## config.mk

```make
export PLATFORM = sky130hd
export DESIGN_NAME = axil_slave_regfile
export DESIGN_NICKNAME = d
export VERILOG_FILES = /design/src/rtl/axil_regfile_pkg.sv /design/src/rtl/axil_wr_collector.sv /design/src/rtl/axil_slave_regfile.sv
export SDC_FILE = /design/constraint.sdc
export NUM_CORES = 1
export LEC_CHECK = 0
export ABC_AREA = 1
export CELL_PAD_IN_SITES_DETAIL_PLACEMENT = 0
export CELL_PAD_IN_SITES_GLOBAL_PLACEMENT = 2
export CORE_MARGIN = 5
export CORE_UTILIZATION = 23
export CTS_BUF_LIST = sky130_fd_sc_hd__clkbuf_16
export DETAILED_ROUTE_END_ITERATION = 10
export GPL_ROUTABILITY_DRIVEN = 0
export GPL_TIMING_DRIVEN = 0
export PLACE_DENSITY_LB_ADDON = 0.2
export RECOVER_POWER = 50
export SLEW_MARGIN = 30
export SYNTH_ARGS = -nofsm -noshare
export SYNTH_HDL_FRONTEND = slang
export SYNTH_SLANG_ARGS = --single-unit
```

## constraint.sdc

```tcl
create_clock -name clk -period 1.6 [get_ports clk]
set_input_delay 0.32 -clock clk [delete_from_list [all_inputs] [get_ports clk]]
set_output_delay 0.32 -clock clk [all_outputs]
set_load 0.005 [all_outputs]
```

## src/rtl/axil_regfile_pkg.sv

```systemverilog
// Shared definitions for the AXI-lite slave register file.
//   RESP_OKAY / RESP_SLVERR : 1-bit response encodings used on B and R.
//   rd_state_t              : read channel FSM states.
//   reg_idx()               : byte address -> register (word) index.
package axil_regfile_pkg;

  localparam logic RESP_OKAY   = 1'b0;
  localparam logic RESP_SLVERR = 1'b1;

  typedef enum logic {
    R_IDLE,
    R_RESP
  } rd_state_t;

  // Callers zero-extend their ADDR_WIDTH-bit address, so the result equals
  // addr[ADDR_WIDTH-1:2]; the two byte-lane bits are dropped.
  function automatic logic [31:0] reg_idx(input logic [31:0] addr);
    return addr >> 2;
  endfunction

endpackage

```

## src/rtl/axil_wr_collector.sv

```systemverilog
// Write address / write data collector for the AXI-lite register file.
// AW and W are accepted independently (either order or same cycle) and held
// until the pair commits; commit fires when both are held and the B channel
// can take a new response.
//   clk, rst_n      : clock, asynchronous active-low reset
//   waddr/wavalid/waready : write address channel
//   wdata/wvalid/wready   : write data channel
//   commit_ready    : B channel is free (or being drained this cycle)
//   commit          : one-cycle strobe, the held pair is consumed this edge
//   commit_addr/commit_data : latched address and data of the held pair
module axil_wr_collector
  import axil_regfile_pkg::*;
#(
  parameter int DATA_WIDTH = 32,
  parameter int ADDR_WIDTH = 4
) (
  input  logic                  clk,
  input  logic                  rst_n,
  input  logic [ADDR_WIDTH-1:0] waddr,
  input  logic                  wavalid,
  output logic                  waready,
  input  logic [DATA_WIDTH-1:0] wdata,
  input  logic                  wvalid,
  output logic                  wready,
  input  logic                  commit_ready,
  output logic                  commit,
  output logic [ADDR_WIDTH-1:0] commit_addr,
  output logic [DATA_WIDTH-1:0] commit_data
);

  logic                  aw_held_reg;
  logic                  w_held_reg;
  logic [ADDR_WIDTH-1:0] addr_reg;
  logic [DATA_WIDTH-1:0] data_reg;

  assign waready     = !aw_held_reg;
  assign wready      = !w_held_reg;
  assign commit      = aw_held_reg && w_held_reg && commit_ready;
  assign commit_addr = addr_reg;
  assign commit_data = data_reg;

  // While a flag is set its ready is low, so a new beat can never be accepted
  // on the same edge that the held pair commits.
  always_ff @(posedge clk or negedge rst_n) begin
    if (!rst_n) begin
      aw_held_reg <= 1'b0;
      w_held_reg  <= 1'b0;
      addr_reg    <= '0;
      data_reg    <= '0;
    end else if (commit) begin
      aw_held_reg <= 1'b0;
      w_held_reg  <= 1'b0;
    end else begin
      if (wavalid && !aw_held_reg) begin
        aw_held_reg <= 1'b1;
        addr_reg    <= waddr;
      end
      if (wvalid && !w_held_reg) begin
        w_held_reg <= 1'b1;
        data_reg   <= wdata;
      end
    end
  end

endmodule

```

## src/rtl/axil_slave_regfile.sv

```systemverilog
// AXI-lite slave register bank: NUM_REGS words, each either read/write
// (software owned) or read-only (hardware status taken from hw_i).
//   clk, rst_n             : clock, asynchronous active-low reset
//   waddr/wavalid/waready, wdata/wvalid/wready : write address/data channels
//   wresp/bvalid/bready    : write response channel (1 = SLVERR)
//   raddr/arvalid/arready  : read address channel
//   rdata/rresp/rvalid/rready : read data channel (1 = SLVERR)
//   reg_o      : flattened register contents, reg i at [i*DATA_WIDTH +: DATA_WIDTH]
//   hw_i       : hardware values for read-only registers
//   wr_pulse_o : one-cycle pulse per register on a committed write
module axil_slave_regfile
  import axil_regfile_pkg::*;
#(
  parameter int                   DATA_WIDTH = 32,
  parameter int                   ADDR_WIDTH = 4,
  parameter int                   NUM_REGS   = 4,
  parameter logic [NUM_REGS-1:0]  RO_MASK    = 4'b1000,
  parameter logic [DATA_WIDTH-1:0] RESET_VAL = '0
) (
  input  logic                           clk,
  input  logic                           rst_n,
  input  logic [ADDR_WIDTH-1:0]          waddr,
  input  logic                           wavalid,
  output logic                           waready,
  input  logic [DATA_WIDTH-1:0]          wdata,
  input  logic                           wvalid,
  output logic                           wready,
  output logic                           wresp,
  output logic                           bvalid,
  input  logic                           bready,
  input  logic [ADDR_WIDTH-1:0]          raddr,
  input  logic                           arvalid,
  output logic                           arready,
  output logic [DATA_WIDTH-1:0]          rdata,
  output logic                           rresp,
  output logic                           rvalid,
  input  logic                           rready,
  output logic [NUM_REGS*DATA_WIDTH-1:0] reg_o,
  input  logic [NUM_REGS*DATA_WIDTH-1:0] hw_i,
  output logic [NUM_REGS-1:0]            wr_pulse_o
);

  // ---------------------------------------------------------------- write path
  logic                  commit;
  logic [ADDR_WIDTH-1:0] commit_addr;
  logic [DATA_WIDTH-1:0] commit_data;
  logic                  bvalid_reg;
  logic                  wresp_reg;
  logic [NUM_REGS-1:0]   wr_pulse_reg;

  axil_wr_collector #(
    .DATA_WIDTH (DATA_WIDTH),
    .ADDR_WIDTH (ADDR_WIDTH)
  ) u_wr_collector (
    .clk          (clk),
    .rst_n        (rst_n),
    .waddr        (waddr),
    .wavalid      (wavalid),
    .waready      (waready),
    .wdata        (wdata),
    .wvalid       (wvalid),
    .wready       (wready),
    .commit_ready (!bvalid_reg || bready),
    .commit       (commit),
    .commit_addr  (commit_addr),
    .commit_data  (commit_data)
  );

  logic [31:0]         wr_idx;
  logic [31:0]         rd_idx;
  logic [NUM_REGS-1:0] wr_hit;
  logic [NUM_REGS-1:0] rd_hit;
  logic [NUM_REGS-1:0] wr_sel;
  logic [DATA_WIDTH-1:0] reg_val [NUM_REGS];

  assign wr_idx = reg_idx(32'(commit_addr));
  assign rd_idx = reg_idx(32'(raddr));
  // Hit vectors are one-hot or all-zero; all-zero means out of range.
  assign wr_sel = wr_hit & ~RO_MASK;

  for (genvar gi = 0; gi < NUM_REGS; gi++) begin : g_reg
    assign wr_hit[gi] = (wr_idx == 32'(gi));
    assign rd_hit[gi] = (rd_idx == 32'(gi));

    if (RO_MASK[gi]) begin : g_ro
      assign reg_val[gi] = hw_i[gi*DATA_WIDTH +: DATA_WIDTH];
    end else begin : g_rw
      logic [DATA_WIDTH-1:0] data_reg;
      always_ff @(posedge clk or negedge rst_n) begin
        if (!rst_n) begin
          data_reg <= RESET_VAL;
        end else if (commit && wr_hit[gi]) begin
          data_reg <= commit_data;
        end
      end
      assign reg_val[gi] = data_reg;
    end

    assign reg_o[gi*DATA_WIDTH +: DATA_WIDTH] = reg_val[gi];
  end

  // hw_i slices belonging to RW registers are intentionally ignored.
  logic unused_hw;
  assign unused_hw = ^hw_i;

  // B channel. A new commit may land on the same edge bready drains the old
  // response, giving back-to-back B beats with bvalid never dropping.
  always_ff @(posedge clk or negedge rst_n) begin
    if (!rst_n) begin
      bvalid_reg   <= 1'b0;
      wresp_reg    <= RESP_OKAY;
      wr_pulse_reg <= '0;
    end else begin
      wr_pulse_reg <= commit ? wr_sel : '0;
      if (commit) begin
        bvalid_reg <= 1'b1;
        wresp_reg  <= (|wr_sel) ? RESP_OKAY : RESP_SLVERR;
      end else if (bready) begin
        bvalid_reg <= 1'b0;
      end
    end
  end

  assign bvalid     = bvalid_reg;
  assign wresp      = wresp_reg;
  assign wr_pulse_o = wr_pulse_reg;

  // ----------------------------------------------------------------- read path
  rd_state_t             state_reg;
  rd_state_t             state_next;
  logic                  rd_capture;
  logic [DATA_WIDTH-1:0] rd_word;
  logic [DATA_WIDTH-1:0] rdata_reg;
  logic                  rresp_reg;

  always_comb begin
    rd_word = '0;
    for (int i = 0; i < NUM_REGS; i++) begin
      if (rd_hit[i]) rd_word = reg_val[i];
    end
  end

  always_comb begin
    state_next = state_reg;
    rd_capture = 1'b0;
    case (state_reg)
      R_IDLE: begin
        if (arvalid) begin
          rd_capture = 1'b1;
          state_next = R_RESP;
        end
      end
      R_RESP: begin
        if (rready) state_next = R_IDLE;
      end
      default: state_next = R_IDLE;
    endcase
  end

  // Capture uses the stored value before any same-edge write commit.
  always_ff @(posedge clk or negedge rst_n) begin
    if (!rst_n) begin
      state_reg <= R_IDLE;
      rdata_reg <= '0;
      rresp_reg <= RESP_OKAY;
    end else begin
      state_reg <= state_next;
      if (rd_capture) begin
        rdata_reg <= rd_word;
        rresp_reg <= (|rd_hit) ? RESP_OKAY : RESP_SLVERR;
      end
    end
  end

  assign arready = (state_reg == R_IDLE);
  assign rvalid  = (state_reg == R_RESP);
  assign rdata   = rdata_reg;
  assign rresp   = rresp_reg;

endmodule

```

Word level (Yosys, flattened, before mapping)

Cells that the tools add are included.

Bitwise logic cells: 2
Reduce and logical (&&, ||, !) cells: 20
Equal/unequal tests: 5
Muxes and demuxes: 17

Operators with widths:

| cell               | count |
|---|---|
| $mux 32            | 4 |
| $logic_not 32->1   | 2 |
| $mux 1             | 11 |
| $logic_and 1x1->1  | 7 |
| $eq 2x2->1 const B | 3 |
| $reduce_bool 2->1  | 3 |
| $eq 2x1->1 const B | 2 |
| $reduce_and 2->1   | 2 |
| $reduce_or 4->1    | 1 |
| $logic_not 1->1    | 3 |
| $mux 3             | 1 |
| $reduce_or 3->1    | 1 |
| $not 1->1          | 2 |
| $pmux 1 s2         | 1 |
| $logic_or 1x1->1   | 1 |

Output and inout port bits: 171
Register bits after elaboration: 173
Input bits: 175

Longest topological paths before layout

Gate-level depths: netlist (run 1).

Depth in word-level cells: 5
Mapped depth: 7

Hierarchy

From an unflattened synthesis (run 1), not the netlist that was laid out.

Cells, all modules: 920
Area, all modules: 7663.6 um2

Modules (own cells, without submodules):

| module             | cells each | area each (um2) | times used | seq. area each (um2) |
|---|---|---|---|---|
| axil_slave_regfile | 750        | 6114.6          | 1          | 3378.2 |
| axil_wr_collector  | 170        | 1549.0          | 1          | 950.9 |

Worst setup path before layout (run 1)

Ideal clock, no wire load.

Path type: reg2reg
From: register bvalid_reg, in the netlist bvalid
To: register wresp_reg, in the netlist wresp
Cell stages (with the launch flop): 7
Path slack: 420 ps
Period minus slack after synthesis: 1180 ps
Required time: 1482 ps
Arrival: 1062 ps
Buffers on the path: 2
Cell sequence: dfrtp_1 -> a21oi_2 -> buf_2 -> buf_2 -> inv_1 -> nand2_1 -> nand2_1

Longest elaborated chain between the ends: 3

RTL lines:

| item                     | line                      | text |
|---|---|---|
| start: declaration       | axil_slave_regfile.sv:47  | `logic bvalid_reg;` |
| start signal: assignment | axil_slave_regfile.sv:110 | `bvalid_reg <= 1'b0;` |
| start signal: assignment | axil_slave_regfile.sv:116 | `bvalid_reg <= 1'b1;` |
| start signal: assignment | axil_slave_regfile.sv:119 | `bvalid_reg <= 1'b0;` |
| $logic_not 1->1          | axil_slave_regfile.sv:63  | `.commit_ready (!bvalid_reg \|\| bready),` |
| $logic_or 1x1->1         | axil_slave_regfile.sv:63  |  |
| $logic_and 1x1->1        | axil_wr_collector.sv:38   | `assign commit = aw_held_reg && w_held_reg && commit_ready;` |
| end signal: assignment   | axil_slave_regfile.sv:117 | `wresp_reg <= (\|wr_sel) ? RESP_OKAY : RESP_SLVERR;` |
| end: declaration         | axil_slave_regfile.sv:48  | `logic wresp_reg;` |

Every way passes these cells.
A chain may end at the register's enable or synchronous reset.

Final worst setup path (run 1)

From: register state_reg, in the netlist rvalid
To: output port arready

Longest elaborated chain between the ends: 1

RTL lines:

| item                     | line                      | text |
|---|---|---|
| start: declaration       | axil_slave_regfile.sv:129 | `rd_state_t state_reg;` |
| start signal: assignment | axil_slave_regfile.sv:167 | `state_reg <= state_next;` |
| $not 1->1                | axil_slave_regfile.sv:175 | `assign arready = (state_reg == R_IDLE);` |
| end: declaration         | axil_slave_regfile.sv:33  | `output logic arready,` |

Every way passes these cells.

==> results of run 1 <==
==> metal layers <==
layer | share of wire | vias up | global-route usage
met4 | 0.0087 | 0 | 0.0323
met1 | 0.48 | 3590 | 0.253
met5 | 0 | - | 0
met2 | 0.46 | 219 | 0.280
li1 | - | 3743 | -
met3 | 0.055 | 13 | 0.0391
==> through the flow <==
step                      setup slack [ns]  setup TNS, ns
after floorplan                      0.420              0
after global placement               -7.83       -1382.90
after detailed placement            -0.766         -47.88
after CTS                           -0.130         -0.132
after global routing               -0.0564          -1.35
final                               0.0113              0
==> report_power, final <==
group	internal (mW)	switching (mW)	leakage [nW]
sequential	6.20	1.66	2.18
clock	2.91	1.84	0.311
combinational	3.74	4.54	3.83
==> critical path, cell delays in order, from the launching register on <==
cell and delay (ns):
dfrtp_1 0.38, buf_4 0.13, inv_1 0.11, clkdlybuf4s15_1 0.22
==> logic make-up after synthesis <==
family                 share of synthesized area
and+or+nand+nor                            0.349
DFF                                        0.549
buffers and inverters                     0.0757
AOI/OAI and AO/OA                         0.0258
other                                   0.000481
==> area by class of cell <==
type | count | area, um^2 | area share
multi-input combinational | 699 | 2940 | 0.251
clock inverter | 14 | 228 | 0.0194
buffer | 97 | 601 | 0.0512
inverter | 12 | 50.0 | 0.00427
clock buffer | 17 | 425 | 0.0363
tap | 448 | 561 | 0.0478
sequential | 171 | 4280 | 0.365
timing repair buffer | 298 | 2640 | 0.225
==> layout by cell type, fill, tap and decap left out, drive strengths merged <==
cell	count
clkdlybuf4s15	1
clkinv	5
clkbuf	51
clkinvlp	3
clkdlybuf4s25	3
a21boi	1
conb	1
inv	12
clkdlybuf4s50	71
bufinv	6
buf	120
nand3	193
nand2	396
dfrtp	171
nor2	70
o21ai	35
a21oi	3
dlygate4sd2	165
dlygate4sd3	1
==> path summary, 6_finish.rpt <==
| check | from | end | slack, ns | cells after the start |
|---|---|---|---|---|
| min in group asynchronous | rst_n | g_reg[1].g_rw.data_reg[7] | 0.43 | 2 |
| worst min register to register | rdata[4] | rdata[4] | 0.47 | 2 |
| worst min-delay path | wvalid | u_wr_collector.commit_data[1] | 0.23 | 3 |
| worst max register to register | u_wr_collector.commit_addr[3] | g_reg[2].g_rw.data_reg[2] | 0.08 | 6 |
| worst max-delay path | rvalid | arready | 0.01 | 3 |
| max in group asynchronous | rst_n | g_reg[1].g_rw.data_reg[30] | 0.24 | 3 |
==> repair_timing <==
item,4_1_cts,5_1_grt
resized for setup,182,32
hold endpoints to repair,64,0
hold buffers,1,0
setup buffers,52,1
pin swaps,0,0
endpoints found under the setup margin,207,134
==> results by group, run 1 <==
Routing
  – TritonRoute pass-1 iters: 5
  – DRC viols: 0
  – Drt total wl: 33,900 um
  – Vias per cell: 4.31
  – Routed wire length per instance: 19.3 um
  – Post-route ant nets: 0
  – Iter 0 DRT Violations: 449
  – Vias after detailed routing: 7,565

Worst setup path
  – Critical Path Start Type: flop
  – Worst EP required: 1.28 ns
  – Critical path arrival: 1.27 ns
  – Crit. End Element: output pin
  – Critical path class: flop to output pin
  – Crit path max fanout: 4

Clocking
  – CTS tree: built
  – Clk slew on worst S/H paths: 0.07 ns
  – Htree depth: 4
  – Longest Clk Path Bufs: 2
  – Clk sinks: 171
  – Clk_lat worst skew: 0.43 ns
  – Root buffer cell: clkbuf_16
  – Num CTS Buffers: 17

Logic synthesis
  – Post-synth EDFFs: 0
  – Synth Flop Type: dfrtp_1
  – Avg Synthesized Cell Area: 7.96 um^2
  – Post-Syn Area: 7800 um^2
  – Synthesis Warnings: 0
  – Post-synth ARST share: 1.00
  – Most common cell in the netlist: nand2_1
  – Post-synth top cells: nand2_1 (396), nand3_1 (193), dfrtp_1 (171), nor2_1 (67), buf_2 (42)
  – Share of the synthesized area in the top cell type: 0.549
  – Seq/Total Area, Yosys: 0.549
  – Synthesized net count: 1,155
  – Dominant cell type by area after synthesis: dfrtp_1
  – Flops & latches, synth: 171
  – Cells after Synth: 980
  – Post-synth cell types: 18
  – Cells taking the most area after synthesis: dfrtp_1 (55%), nand2_1 (19%), nand3_1 (12%)

Die
  – Core area: 33,500 um^2
  – Die area: 37,700 um^2
  – Die width: 194 um
  – Starting Density: 0.233
  – Row cnt: 67
  – Die H: 194 um
  – Io pins: 346

Flow run
  – Max Cap Violations: 0

Global routing
  – Initial antenna violation count: 0
  – Total grt overflow: 0
  – GRT Util Overall: 0.177
  – First-pass GRT wire length: 50,900 um
  – Vias in the first global route: 7,772
  – Largest net degree at the start of global routing: 67

Timing
  – Post-Route Skew: 0.00888 ns
  – Final Max Slew Viols: 0
  – Crit path time final: 1.59 ns
  – Least-Margin Pin Slew: 0.721 ns
  – Final Hold Fails: 0
  – Worst hold slack: 0.231 ns
  – RSZ-0062 raised after global routing: yes
  – Period utilization: 0.993
  – # setup viols final: 0
  – Normalized max-slew margin: 0.520
  – Maximum clock frequency: 629 MHz

Cells and area
  – Finished Layout Cells: 1,756
  – Final Cell Area: 11,700 um^2
  – Fill count: 3,720
  – Nets: 1,471
  – Area delta synth->final: 50.4%
  – Antenna cells: 0
  – Max reg flops: 96
  – Final Util: 0.350
  – Share of cells above drive strength 1: 0.136

Power and ir drop
  – Pwr/cell area: 1780 nW/um^2
  – Lkg Pwr: 6.32 nW
  – Total power: 20.9 mW
  – VDD IR-drop max: 781 uV

Place
  – DP Area: 10,800 um^2
  – Placed Instances: 1,672
  – Dpl hpwl: 25,100 um
  – Buffers on Ports: 242

Hold path
  – Worst Hold Class: primary input to flop

Run status
  – Outcome: completed
Note: power is estimated with default switching activity, not from simulation.
==> run 2, diff against run 1 <==
CORE_ASPECT_RATIO = 0.5   (was not set)
GPL_TIMING_DRIVEN = not set   (was 0)
==> results by group, run 2 (same netlist as run 1, synthesis figures left out) <==
Run status
  – Outcome: completed

Place
  – DP Area: 11,100 um^2 (+2.4%)
  – Pre-CTS setup slack: -0.0884 ns (+0.678 ns)
  – Placed Instances: 1,639 (-2.0%)
  – Dpl hpwl: 22,900 um (-8.9%)
  – Buffers on Ports: 244 (+0.83%)

Power and ir drop
  – VDD IR-drop max: 749 uV (-4.2%)
  – Lkg Pwr: 6.36 nW (+0.65%)
  – Pwr/cell area: 1770 nW/um^2 (-0.86%)

Cells and area
  – Antenna cells: 0 (unchanged)
  – Nets: 1,449 (-1.5%)
  – Final Cell Area: 11,800 um^2 (+0.75%)
  – Share of cells above drive strength 1: 0.128 (-0.00788)
  – Most frequent cells in the layout: nand2_1 (396), nand3_1 (193), dfrtp_1 (171)
  – Commonest non-fill, non-tap cell in the layout: nand2_1
  – Max reg flops: 96 (unchanged)
  – Area delta synth->final: 51.5%
  – Finished Layout Cells: 1,728 (-1.6%)

Worst setup path
  – Crit path max fanout: 3 (-1)
  – CP max stage cell: dfrtp_1
  – Critical Path Start Type: flop
  – CP delay by family, top: flip-flops
  – Crit path buf inv count: 2 (-1)
  – Crit-path max cell delay: 0.37 ns (about the same)
  – Worst EP required: 1.28 ns (about the same)
  – Critical path class: flop to output pin
  – Worst-path cell chain: clkinv_2, dlygate4sd2_1
  – Crit. End Element: output pin
  – Critical path arrival: 1.18 ns (-0.09 ns)

Global routing
  – GRT Util Overall: 0.174 (-0.00343)
  – Largest net degree at the start of global routing: 43 (-36%)
  – Met2 usage: 0.277 (-0.00278)
  – GR Util met3: 0.0347 (-0.00441)
  – Total grt overflow: 0 (unchanged)
  – GR peak layer: met2
  – First-pass GRT wire length: 49,700 um (-2.4%)
  – Initial antenna violation count: 0 (unchanged)
  – Vias in the first global route: 7,503 (-3.5%)
  – Met1 usage: 0.246 (-0.00682)

Die
  – Die area: 37,900 um^2 (+0.59%)
  – Core area: 33,200 um^2 (-0.91%)
  – Die width: 270 um (+39%)
  – Io pins: 346 (unchanged)
  – Starting Density: 0.235 (+0.00215)
  – Row cnt: 47 (-30%)
  – Die H: 140 um (-28%)

Routing
  – Drt total wl: 32,800 um (-3.2%)
  – Post-route ant nets: 0 (unchanged)
  – DRC viols: 0 (unchanged)
  – Iter 0 DRT Violations: 567 (+26%)
  – Vias per cell: 4.40 (+2.0%)
  – Vias after detailed routing: 7,595 (+0.40%)
  – Routed wire length per instance: 19.0 um (-1.6%)
  – TritonRoute pass-1 iters: 5 (unchanged)

Clocking
  – Root buffer cell: clkbuf_16
  – CTS tree: built
  – Num CTS Buffers: 17 (unchanged)
  – Htree depth: 4 (unchanged)
  – Clk_lat worst skew: 0.44 ns (about the same)
  – Clk slew on worst S/H paths: 0.07 ns (about the same)
  – Clk sinks: 171 (unchanged)
  – Longest Clk Path Bufs: 2 (unchanged)

Timing
  – Worst hold slack: 0.370 ns (+0.139 ns)
  – Least-Margin Pin Slew: 0.599 ns (-0.122 ns)
  – Post-Route Skew: 0.00555 ns (-0.00333 ns)
  – RSZ-0062 raised after global routing: no
  – Final Max Slew Viols: 0 (unchanged)
  – Worst Setup Slack, final: 0.101 ns (+0.0900 ns)
  – Period utilization: 0.937 (-0.0562)
  – Normalized max-slew margin: 0.601 (+0.0813)
  – # setup viols final: 0 (unchanged)
  – Final Hold Fails: 0 (unchanged)
  – Maximum clock frequency: 667 MHz (+6.0%)
  – Crit path time final: 1.50 ns (-0.0900 ns)

Hold path
  – Worst Hold Class: primary input to asynchronous set/reset pin

Flow run
  – Max Cap Violations: 0 (unchanged)
==> run 2: cell types whose count changed in the layout (fill, tap and decap cells not counted), sizes merged <==
cell,delta
clkdlybuf4s15,-1
clkbuf,-24
dlygate4sd3,+11
clkdlybuf4s25,-3
bufinv,-2
clkdlybuf4s50,-11
clkinv,+1
inv,+2
dlygate4sd2,+5
buf,+1
==> run 2: final cells by class <==
cell class / count / area, um^2
fillers: 3518 / 21400
multi-input cells: 699 / 2950
inverters: 12 / 46.3
clock inverters: 15 / 184
well taps: 441 / 552
flip-flops and latches: 171 / 4280
clock buffers: 17 / 425
repair buffers: 373 / 3370
==> run 2: repair_timing <==
action                                 in CTS  in global routing
hold buffers                                1                  0
endpoints found under the hold margin      34                  0
buffers inserted                           56                  0
gates resized for setup                   171                  0
setup endpoints to repair                 170                  0
==> run 2: where the power goes <==
part / internal (mW) / leakage, nW / switching (mW) / total (mW)
Clock: 2.59 / 0.298 / 1.81 / 4.40
Combinational: 4.03 / 3.89 / 4.70 / 8.73
Sequential: 6.20 / 2.18 / 1.54 / 7.74
==> run 2: per-layer routing <==
metal / routed length (um) / share of wire
met1: 15600 / 0.47
met2: 15400 / 0.47
met3: 1570 / 0.048
met4: 294 / 0.0090
met5: 0 / 0
==> run 2: through the flow <==
stage / util / total power, mW / TNS (ns)
after floorplan: - / 10.8 / 0
after detailed placement: 0.334 / 17.0 / -7.95
final: 0.355 / 20.9 / 0
after CTS: 0.359 / 21.3 / 0
after global routing: 0.355 / 22.4 / 0
after global placement: 0.334 / 16.9 / -7.66
==> run 2: worst paths after layout <==
kind / start / to / slack (ns) / cells past startpoint
min: rst_n / u_wr_collector.commit_data[4] / 0.37 / 2
max: u_wr_collector.w_held_reg / wready / 0.10 / 2
max in group asynchronous: rst_n / u_wr_collector.commit_data[31] / 0.25 / 3
min in group clk: wdata[7] / u_wr_collector.commit_data[7] / 0.44 / 3
max reg2reg: u_wr_collector.w_held_reg / u_wr_collector.commit_data[15] / 0.13 / 6
min reg2reg: rdata[6] / rdata[6] / 0.47 / 2
==> run 2: worst reg2reg max path, stage by stage, from the launching register on <==
cell and delay (ns):
dfrtp_1 0.40, clkinv_2 0.08, clkbuf_2 0.36, nand2_1 0.17, buf_12 0.21, nand2_1 0.10, nand2_1 0.04
==> run 3, diff against run 2 <==
RECOVER_POWER = 100   (was 50)
==> results by group, run 3 (same netlist as run 1, synthesis figures left out) <==
Run status
  – Outcome: completed

Worst setup path
  – Reg-to-reg startpoint: u_wr_collector.w_held_reg
  – Critical Path Start Type: flop
  – Cells on worst reg2reg path: 6 (unchanged)
  – Crit. End Element: output pin
  – Worst EP required: 1.28 ns (about the same)
  – Flop-to-flop setup slack: 0.13 ns (about the same)
  – Reg2reg end: u_wr_collector.commit_data[15]
  – Crit path max fanout: 3 (unchanged)
  – Critical path class: flop to output pin
  – Critical path arrival: 1.18 ns (about the same)

Routing
  – DRC viols: 0 (unchanged)
  – Vias after detailed routing: 7,618 (+0.30%)
  – Iter 0 DRT Violations: 565 (-0.35%)
  – Drt total wl: 32,800 um (about the same)
  – Vias per cell: 4.41 (+0.30%)
  – TritonRoute pass-1 iters: 5 (unchanged)
  – Routed wire length per instance: 19.0 um (about the same)
  – Post-route ant nets: 0 (unchanged)

Power and ir drop
  – Power share of the combinational group: 0.418 (about the same)
  – Pwr/cell area: 1770 nW/um^2 (about the same)
  – Clock network power share: 0.211 (about the same)
  – Switching Fraction: 0.386 (about the same)
  – Psw: 8.05 mW (about the same)
  – Int Pwr: 12.8 mW (about the same)
  – Lkg Pwr: 6.37 nW (about the same)
  – Total power: 20.9 mW (about the same)
  – VDD IR-drop max: 750 uV (+0.19%)
  – Seq pwr share: 0.371 (about the same)

Cells and area
  – Finished Layout Cells: 1,728 (unchanged)
  – Share of cells above drive strength 1: 0.128 (unchanged)
  – Commonest non-fill, non-tap cell in the layout: nand2_1
  – Antenna cells: 0 (unchanged)
  – Most frequent cells in the layout: nand2_1 (396), nand3_1 (193), dfrtp_1 (171)
  – Fill count: 3,518 (unchanged)
  – Final Util: 0.355 (unchanged)
  – Max reg flops: 96 (unchanged)
  – Nets: 1,449 (unchanged)
  – Area delta synth->final: 51.5% (unchanged)

Die
  – Die H: 140 um (unchanged)
  – Die width: 270 um (unchanged)
  – Starting Density: 0.235 (unchanged)
  – Row cnt: 47 (unchanged)
  – Core area: 33,200 um^2 (unchanged)
  – Die area: 37,900 um^2 (unchanged)
  – Io pins: 346 (unchanged)

Global routing
  – First-pass GRT wire length: 49,700 um (unchanged)
  – Met2 usage: 0.277 (unchanged)
  – GR peak layer: met2
  – Met1 usage: 0.246 (unchanged)
  – Vias in the first global route: 7,503 (unchanged)
  – Total grt overflow: 0 (unchanged)
  – GRT Util Overall: 0.174 (unchanged)
  – GR Util met3: 0.0347 (unchanged)
  – Initial antenna violation count: 0 (unchanged)
  – Largest net degree at the start of global routing: 43 (unchanged)

Clocking
  – Clk_lat worst skew: 0.44 ns (about the same)
  – Num CTS Buffers: 17 (unchanged)
  – Clk slew on worst S/H paths: 0.07 ns (about the same)
  – Htree depth: 4 (unchanged)
  – Clk sinks: 171 (unchanged)
  – Longest Clk Path Bufs: 2 (unchanged)
  – CTS tree: built
  – Root buffer cell: clkbuf_16

Timing
  – Period utilization: 0.937 (about the same)
  – # setup viols final: 0 (unchanged)
  – Crit path time final: 1.50 ns (+0.000631 ns)
  – Final Hold Fails: 0 (unchanged)
  – Post-Route Skew: 0.00572 ns (+0.000162 ns)
  – Final Max Slew Viols: 0 (unchanged)
  – Worst hold slack: 0.370 ns (-0.0000690 ns)
  – Normalized max-slew margin: 0.601 (about the same)
  – Worst Setup Slack, final: 0.101 ns (-0.000631 ns)
  – RSZ-0062 raised after global routing: no
  – Maximum clock frequency: 667 MHz (about the same)
  – Least-Margin Pin Slew: 0.599 ns (+0.000525 ns)

Hold path
  – Worst Hold Class: primary input to asynchronous set/reset pin

Place
  – Pre-CTS setup slack: -0.0884 ns (unchanged)
  – Dpl hpwl: 22,900 um (unchanged)
  – Buffers on Ports: 244 (unchanged)
  – Placed Instances: 1,639 (unchanged)

Flow run
  – Max Cap Violations: 0 (unchanged)
run 3: timing repair:
| action | CTS | global route |
|---|---|---|
| setup buffers | 56 | 0 |
| endpoints found under the setup margin | 170 | 0 |
| hold endpoints to repair | 34 | 0 |
| hold buffers | 1 | 0 |
| gates resized for setup | 171 | 0 |
run 3: metrics by stage:
step	TNS (ns)	instance area, um^2
after floorplan	0	7800
after global placement	-7.66	11100
after detailed placement	-7.95	11100
after CTS	0	11900
after global routing	0	11800
final	0	11800
run 3: worst max-delay path, cell delays in order (launching register included):
cell and delay, ns:
dfrtp_1 0.37, clkinv_2 0.10, dlygate4sd2_1 0.27
run 3: worst max path at each step:
| stage | startpoint | to | slack, ns |
|---|---|---|---|
| floorplan | bvalid | wresp | 0.42 |
| global placement | bready | g_reg[2].g_rw.data_reg[23] | -0.08 |
| detailed placement | bready | g_reg[2].g_rw.data_reg[23] | -0.09 |
| CTS | u_wr_collector.w_held_reg | wready | 0.05 |
| global route | bvalid | g_reg[2].g_rw.data_reg[16] | 0.02 |
| finish | u_wr_collector.w_held_reg | wready | 0.10 |
run 3: cell type report:
class,instances,area (um^2),share of cell area
tap,441,552,0.0467
sequential,171,4280,0.362
inverter,12,46.3,0.00392
clock buffer,17,425,0.0360
multi-input combinational,699,2950,0.250
clock inverter,15,184,0.0156
timing repair buffer,373,3370,0.285
run 3: per-layer routing:
layer | vias to the layer above | routed length, um | share of wire
met3 | 19 | 1500 | 0.046
met1 | 3711 | 15600 | 0.48
met2 | 184 | 15400 | 0.47
met5 | - | 0 | 0
met4 | 0 | 306 | 0.0093
li1 | 3704 | - | -
run 3: power groups by stage:
stage / sequential [mW] / clock (mW) / combinational [mW]
floorplan: 7.66 / 0 / 3.16
global placement: 8.02 / 0 / 8.85
detailed placement: 8.07 / 0 / 8.93
CTS: 7.75 / 4.54 / 9.02
global route: 8.03 / 4.72 / 9.62
finish: 7.74 / 4.40 / 8.71
